### config.mk
export PLATFORM = sky130hd
export DESIGN_NAME = rat_int_ctrl
export DESIGN_NICKNAME = d
export VERILOG_FILES = /design/src/rtl/rat_io_pkg.sv /design/src/rtl/prio_enc.sv /design/src/rtl/rat_int_ctrl.sv
export SDC_FILE = /design/constraint.sdc
export NUM_CORES = 1
export LEC_CHECK = 0
export BUFFER_PORTS_ARGS = -buffer_cell sky130_fd_sc_hd__buf_2
export CAP_MARGIN = 0
export CORE_AREA = 2 2 51 53
export DETAILED_ROUTE_END_ITERATION = 12
export DIE_AREA = 0 0 53 55
export HOLD_SLACK_MARGIN = 0.12
export PLACE_DENSITY = 0.69
export SLEW_MARGIN = 20
export SYNTH_ARGS = -nofsm -noshare
export SYNTH_HDL_FRONTEND = slang
export SYNTH_SLANG_ARGS = --single-unit
### constraint.sdc
create_clock -name CLK -period 1.38 [get_ports CLK]
set_input_delay 0.138 -clock CLK [delete_from_list [all_inputs] [get_ports CLK]]
set_output_delay 0.138 -clock CLK [all_outputs]
set_load 0.005 [all_outputs]
### src/rtl/rat_io_pkg.sv
`default_nettype none
// +--------------------------------------------------------------------+
// | rat_io_pkg                                                         |
// | Shared I/O port map for the RAT MCU wrapper and the interrupt      |
// | controller state encoding.                                         |
// | Contents: port-ID constants (switches, LEDs, SSEG, interrupt       |
// |           controller registers) and the controller FSM state type. |
// | Revision: 1.0 - initial release                                    |
// +--------------------------------------------------------------------+
package rat_io_pkg;

  // Existing wrapper port map
  localparam logic [7:0] SWITCHES_ID = 8'h20;
  localparam logic [7:0] LEDS_ID     = 8'h40;
  localparam logic [7:0] SSEG_ID     = 8'h81;

  // Interrupt controller registers
  localparam logic [7:0] IC_MASK_ID  = 8'h60;  // R/W enable mask
  localparam logic [7:0] IC_PEND_ID  = 8'h61;  // RO pending
  localparam logic [7:0] IC_STAT_ID  = 8'h62;  // RO {in_service, 0000, vec}
  localparam logic [7:0] IC_ACK_ID   = 8'h63;  // WO acknowledge

  typedef enum logic [1:0] {
    IC_IDLE   = 2'd0,
    IC_ACTIVE = 2'd1,
    IC_GAP    = 2'd2
  } ic_state_t;

endpackage : rat_io_pkg
`default_nettype wire

### src/rtl/prio_enc.sv
`default_nettype none
// +--------------------------------------------------------------------+
// | prio_enc                                                           |
// | Lowest-index-wins priority encoder.                                |
// | Ports: req   in  N  request vector                                 |
// |        idx   out 3  index of the lowest set request bit            |
// |        valid out 1  at least one request bit is set                |
// | Revision: 1.0 - initial release                                    |
// +--------------------------------------------------------------------+
module prio_enc #(
  parameter int N = 4
) (
  input  logic [N-1:0] req,
  output logic [2:0]   idx,
  output logic         valid
);

  // Scan from the top down so the lowest set bit is the last to assign.
  always_comb begin
    idx   = 3'd0;
    valid = |req;
    for (int i = N - 1; i >= 0; i--) begin
      if (req[i]) begin
        idx = 3'(i);
      end
    end
  end

endmodule : prio_enc
`default_nettype wire

### src/rtl/rat_int_ctrl.sv
`default_nettype none
// +--------------------------------------------------------------------+
// | rat_int_ctrl                                                       |
// | Port-mapped interrupt controller for the RAT MCU. Up to eight      |
// | rising-edge sources are multiplexed onto the single MCU interrupt  |
// | line with fixed lowest-index priority and a minimum low gap.       |
// | Ports: CLK      in  1      system clock                            |
// |        RESET_N  in  1      synchronous active-low reset            |
// |        IRQ_IN   in  N_SRC  debounced source levels                 |
// |        PORT_ID  in  8      MCU port address                        |
// |        OUT_PORT in  8      MCU write data                          |
// |        IO_STRB  in  1      MCU write strobe                        |
// |        RD_DATA  out 8      combinational read data                 |
// |        INT_OUT  out 1      registered interrupt request            |
// | Revision: 1.0 - initial release                                    |
// +--------------------------------------------------------------------+
module rat_int_ctrl
  import rat_io_pkg::*;
#(
  parameter int         N_SRC      = 4,
  parameter logic [7:0] MASK_ID    = IC_MASK_ID,
  parameter logic [7:0] PEND_ID    = IC_PEND_ID,
  parameter logic [7:0] STAT_ID    = IC_STAT_ID,
  parameter logic [7:0] ACK_ID     = IC_ACK_ID,
  parameter int         GAP_CYCLES = 8
) (
  input  logic             CLK,
  input  logic             RESET_N,
  input  logic [N_SRC-1:0] IRQ_IN,
  input  logic [7:0]       PORT_ID,
  input  logic [7:0]       OUT_PORT,
  input  logic             IO_STRB,
  output logic [7:0]       RD_DATA,
  output logic             INT_OUT
);

  localparam int CNT_W = (GAP_CYCLES > 2) ? $clog2(GAP_CYCLES) : 1;
  localparam logic [CNT_W-1:0] GAP_LOAD = CNT_W'(GAP_CYCLES - 1);

  ic_state_t        state, state_nx;
  logic [CNT_W-1:0] cnt, cnt_nx;
  logic [2:0]       vec, vec_nx;
  logic [N_SRC-1:0] irq_q;
  logic [N_SRC-1:0] pend, pend_nx;
  logic [N_SRC-1:0] mask;
  logic [N_SRC-1:0] rise;
  logic [N_SRC-1:0] elig;
  logic [N_SRC-1:0] clr;
  logic [2:0]       win_idx;
  logic             win_valid;
  logic             ack_wr;
  logic             mask_wr;
  logic             ack_take;

  assign rise    = IRQ_IN & ~irq_q;
  assign elig    = pend & mask;
  assign ack_wr  = IO_STRB && (PORT_ID == ACK_ID);
  assign mask_wr = IO_STRB && (PORT_ID == MASK_ID);

  prio_enc #(
    .N (N_SRC)
  ) u_prio_enc (
    .req   (elig),
    .idx   (win_idx),
    .valid (win_valid)
  );

  // Next-state logic. ack_take is only raised in ACTIVE, so ACKs that
  // land in IDLE or GAP (including the second edge of an MCU strobe)
  // are ignored.
  always_comb begin
    state_nx = state;
    cnt_nx   = cnt;
    vec_nx   = vec;
    ack_take = 1'b0;
    case (state)
      IC_IDLE: begin
        if (win_valid) begin
          vec_nx   = win_idx;
          state_nx = IC_ACTIVE;
        end
      end
      IC_ACTIVE: begin
        if (ack_wr) begin
          ack_take = 1'b1;
          cnt_nx   = GAP_LOAD;
          state_nx = IC_GAP;
        end
      end
      IC_GAP: begin
        if (cnt == '0) begin
          state_nx = IC_IDLE;
        end else begin
          cnt_nx = cnt - 1'b1;
        end
      end
      default: begin
        state_nx = IC_IDLE;
      end
    endcase
  end

  // Clear the in-service bit on ACK; a simultaneous new edge on the
  // same source re-sets it because the OR is applied last.
  always_comb begin
    clr = '0;
    for (int i = 0; i < N_SRC; i++) begin
      clr[i] = ack_take && (vec == 3'(i));
    end
    pend_nx = (pend & ~clr) | rise;
  end

  always_ff @(posedge CLK) begin
    if (!RESET_N) begin
      state   <= IC_IDLE;
      cnt     <= '0;
      vec     <= 3'd0;
      pend    <= '0;
      mask    <= '0;
      irq_q   <= IRQ_IN;  // levels already high at release raise nothing
      INT_OUT <= 1'b0;
    end else begin
      state   <= state_nx;
      cnt     <= cnt_nx;
      vec     <= vec_nx;
      pend    <= pend_nx;
      irq_q   <= IRQ_IN;
      INT_OUT <= (state_nx == IC_ACTIVE);
      if (mask_wr) begin
        mask <= N_SRC'(OUT_PORT);  // upper data bits are dropped
      end
    end
  end

  always_comb begin
    RD_DATA = 8'h00;
    if (PORT_ID == MASK_ID) begin
      RD_DATA = 8'(mask);
    end else if (PORT_ID == PEND_ID) begin
      RD_DATA = 8'(pend);
    end else if (PORT_ID == STAT_ID) begin
      RD_DATA = {(state == IC_ACTIVE), 4'b0000, vec};
    end
  end

endmodule : rat_int_ctrl
`default_nettype wire

# Yosys cells after proc, flatten, opt, wreduce, memory -nomap -nowiden
# Index checks and enable logic that the tools add are counted.
# totals
regBits,21
latch_bits,0
ramBits,0
mem_bits_ro,0
in_bits,23
output_inout_bits,9
elab_cells,55
n_memories,0
# op_classes
add_sub_neg,1
n_mul,0
div,0
magnitude_cmp,0
n_eq_ne,12
n_shift,0
n_mux,16
bitwise_logic,6
reduce_logical,13
# op_table
cell,count
"== test 8 x 7 -> 1 bit, second input constant",4
2-to-1 mux 8 bit,3
2-to-1 mux 2 bit,7
AND 4 bit,3
inverter 4 bit,2
"== test 3 x 2 -> 1 bit, second input constant",2
logical AND 1 bit,6
zero test 3 bit,2
2-to-1 mux 3 bit,2
one-hot mux 2 bit (3 select lines),1
one-hot mux 3 bit (2 select lines),1
"== test 2 x 1 -> 1 bit, second input constant",2
"inequality test 2 bit, second input constant",2
OR 4 bit,1
OR reduction 4 bit,1
"== test 3 x 1 -> 1 bit, second input constant",1
AND reduction 3 bit,1
"subtractor 3 x 1 -> 3 bit, second input constant",1
"== test 2 bit, second input constant",1
zero test 2 bit,1
2-to-1 mux 1 bit,2
AND reduction 2 bit,1
nonzero test 2 bit,1

# Depth between registers and ports, before layout
# logic_depth
depth_word,8
mapped_depth,5
depth_no_buf,5

# Modules after synthesis
# From an unflattened synthesis, not the netlist that was laid out.
# hier_totals
cells_unflattened,124
hier_area_um2,1093.5
# modules_own_cells
module,n_inst,cells_per_inst,area_per_inst_um2,seq_area_each_um2
rat_int_ctrl,1,115,1047.3,420.4
prio_enc,1,9,46.3,0.0

# Least setup slack after synthesis
# Ideal clock, no wire load.
# synth_timing
path_kind,register to register
startpoint,register state[1]
endpoint,register cnt[0]
setup_time_ns,0.120
arrival_ns,1.212
t_required_ns,1.260
setup_slack_ns,0.048
path_stages_with_launch,5
n_path_buf,0
period_less_slack_ns,1.332
cell_sequence,dfxtp_1 -> nor2b_1 -> a21boi_0 -> a21boi_0 -> o31a_1
# synth_between
elab_chain_cells,3
elab_cells_between_ends,7
cone_classes,eq/ne (4); mux (1); reduce/logical (2)
# synth_lines
item,line,source
from (decl),rat_int_ctrl.sv:40,"ic_state_t state, state_nx;"
from (signal assigned),rat_int_ctrl.sv:123,state <= state_nx;
== test 2 bit / == test 2 x 1 -> 1 bit (equally long branches),rat_int_ctrl.sv:76,case (state)
inequality test 2 bit (no source line) / nonzero test 2 bit (equally long branches),--,
AND reduction 3 bit (no source line),--,
to (signal assigned),rat_int_ctrl.sv:124,cnt <= cnt_nx;
to (decl),rat_int_ctrl.sv:41,"logic [CNT_W-1:0] cnt, cnt_nx;"
# Several ways; a longest one is shown, not always the timed one.
# A chain may end at the register's enable or synchronous reset.

# Worst setup path in the final report
# layout_timing
startpoint,input port PORT_ID[3]
endpoint,output port RD_DATA[7]
# layout_between
elab_chain_cells,4
elab_cells_between_ends,6
cone_classes,eq/ne (3); mux (3)
# layout_lines
item,line,source
from (decl),rat_int_ctrl.sv:30,"input logic [7:0] PORT_ID,"
== test 8 x 7 -> 1 bit,rat_int_ctrl.sv:141,end else if (PORT_ID == STAT_ID) begin
2-to-1 mux 8 bit,rat_int_ctrl.sv:141,
2-to-1 mux 8 bit,rat_int_ctrl.sv:139,end else if (PORT_ID == PEND_ID) begin
2-to-1 mux 8 bit *,rat_int_ctrl.sv:137,if (PORT_ID == MASK_ID) begin
to (decl),rat_int_ctrl.sv:33,"output logic [7:0] RD_DATA,"
# Every way passes the cells marked *; elsewhere a longest branch is shown, timed or not.

==> impl_metrics.csv <==
group,metric,value,unit
global_routing,grt_pass1_vias,834,
timing,tns,0,ns
drt,wl_per_cell,12.0,um
clocking,cts.root.buffer_cell,"clkbuf_4",
placement,hpwl,1570,um
placement,portBuffers,24,
drt,wl,2190,um
timing,finalSetupViolCount,0,
yosys,synth_cell_types,30,
global_routing,gr-max-usage-layer,"met2",
placement,place.gp.congestion,0.730,
clocking,cts_tree,"built",
critical_path,cp-end-kind,"output pin",
drt,ant_nets,0,
power_and_ir_drop,power_density,766,nW/um2
timing,finalWorstPathRequiredPeriod,1.34,ns
yosys,yosysWarnings,0,
global_routing,grt_max_degree,22,
floorplan,core-area,2360,um2
global_routing,overflow,0,
min_path,min_path_type,"primary input to register",
cells_and_area,syn_to_final_growth,35.4,%
power_and_ir_drop,cellLeakagePower,0.000595,uW
cells_and_area,drive_gt1_share,33.3,%
placement,dpl_worst_slack,-0.0291,ns
yosys,yosysSeqAreaShare,40.2,%
clocking,path_clk_slew,0.10,ns
critical_path,required,1.24,ns
timing,finalHoldViolations,0,
floorplan,initial_core_util,42.1,%
global_routing,use_met3,1.61,%
cells_and_area,antennaDiodeCount,0,
cells_and_area,final_area,1350,um2
critical_path,arrival,1.20,ns
floorplan,die_h,55,um
yosys,synth_top_area_share,40.2,%
cells_and_area,nets,179,
clocking,cts.sinks,20,
timing,rsz0062_at_grt,"true",
yosys,ys_ff_latch,20,
global_routing,antenna_found_initial,0,
clocking,htreeDepth,1,
global_routing,grt_pass1_wl,3480,um
yosys,syn_inst,112,
timing,post-route-period-util,96.9,%
placement,place_inst,167,
cells_and_area,stdcell_count,183,
job,drv_cap,0,
critical_path,crit_type,"primary input to output pin",
timing,worst_hold_slack,0.229,ns
global_routing,grtUsageTotal,16.4,%
yosys,yosysTopAreaCell,"dfxtp_1",
floorplan,rows,18,
critical_path,critPathMaxFanout,4,
yosys,ys_async_sr_fraction,0,%
power_and_ir_drop,peakVddDrop,0.745,mV
critical_path,start_kind,"primary input",
global_routing,met2_usage,27.5,%
floorplan,dieArea,2920,um2
run_status,status,"finished clean",
clocking,cts_buffers,3,
floorplan,fp.dieW,53,um
yosys,yosys-top-cells-count,"20 x dfxtp_1, 17 x nand2_1, 9 x nor2_1",
yosys,synth-edff-count,0,
drt,via_per_inst,5.16,
drt,vias,944,
drt,drt-initial-drc-count,4,
clocking,clk_latency,0.30,ns
yosys,synthTopCellsByArea,"dfxtp_1 40%, mux2i_1 8.0%, nand2_1 6.4%",
timing,drv_slew,0,
drt,first_pass_iters,4,
clocking,clk_path_buf_depth,2,
yosys,syn_area,996,um2
placement,placed_cell_area,1160,um2
yosys,syn_area_per_cell,8.89,um2
yosys,yosys.cell_count.top_type,"dfxtp_1",
timing,max_freq,748,MHz
timing,skew,0.00136,ns
global_routing,use_met1,20.3,%
timing,layout_setup_ws,0.0427,ns
floorplan,ios,32,
yosys,ys.flop_type,"dfxtp_1",
drt,drc,0,
## placed cells by master (no fill, tap or decap), types with 2 or more instances in the layout
master	n
buf_2	24
nor3_1	3
inv_1	4
mux2i_1	8
dfxtp_1	15
buf_4	10
dfxtp_2	2
dlygate4sd3_1	8
nand2_1	17
nor4b_4	2
dfxtp_4	3
clkbuf_4	3
nor2_1	9
o21ai_0	5
a31oi_1	2
nor2b_1	5
a21oi_1	6
nor3b_1	2
ha_1	2
nand3_1	2
nand4_1	2
conb_1	3
o21a_1	2
## stage by stage
step | util (%) | power (uW)
final | 57.0 | 1030
after CTS | 54.6 | 1050
after detailed placement | 49.3 | 697
after global routing | 57.0 | 1090
after floorplan | - | 666
after global placement | 49.3 | 693
## final timing paths
check / startpoint / to / slack [ns] / cells after the start
setup / recovery: PORT_ID[3] / RD_DATA[7] / 0.04 / 6
hold / removal: RESET_N / cnt[2]$_SDFFE_PN0P_ / 0.23 / 2
setup reg to reg: cnt[0]$_SDFFE_PN0P_ / cnt[1]$_SDFFE_PN0P_ / 0.11 / 5
hold reg to reg: mask[1]$_SDFFE_PN0P_ / mask[1]$_SDFFE_PN0P_ / 0.49 / 2
## worst max-delay path, cell delays in order
cell	delay [ns]
buf_2	0.11
nor4b_4	0.33
nand3b_4	0.12
buf_4	0.16
nor4b_2	0.19
buf_2	0.15
## flip-flops by register name, summed over array words and instances, names as in the netlist
| register | flops |
|---|---|
| irq_q | 4 |
| mask | 4 |
| pend | 4 |
| cnt | 3 |
| state | 2 |
| vec | 2 |
| INT_OUT | 1 |
## metal layers
metal | vias up | routed length (um)
met2 | 30 | 987
met5 | - | 0
met1 | 433 | 1010
li1 | 474 | -
met3 | 7 | 130
met4 | 0 | 61
## power by group
part / leakage [uW] / switching (uW) / internal [uW]
combinational: 0.000407 / 48.2 / 53.7
sequential: 0.000167 / 9.79 / 585
clock: 0.0000210 / 175 / 161
total: 0.000595 / 233 / 800
## area by class of cell
class	instances	area (um2)
Multi-Input combinational cell	83	571
Tap cell	30	37.5
Inverter	4	15.0
Fill cell	217	1020
Clock buffer	4	36.3
Sequential cell	20	414
Timing Repair Buffer	42	275
## cells by family (layout without fill, tap and decap cells)
| logic type | Yosys count | after routing | share of synthesized area, % |
|---|---|---|---|
| AND/OR/NAND/NOR | 45 | 45 | 26.5 |
| AO/OA/AOI/OAI | 25 | 25 | 16.7 |
| flip-flops | 20 | 20 | 40.2 |
| buffers and inverters | 11 | 50 | 5.65 |
| multiplexers | 8 | 8 | 8.04 |
| adder cells (fa/ha/maj) | 2 | 2 | 2.51 |
| other | 1 | 3 | 0.377 |
## what timing repair did
item                                    CTS  global route
setup buffers                             0             4
pin swaps                                 1             2
endpoints found under the setup margin    3             8
hold endpoints to repair                  8             0
resized for setup                         4            10
hold buffers                              8             0
Power figures use the tool's default switching activity.
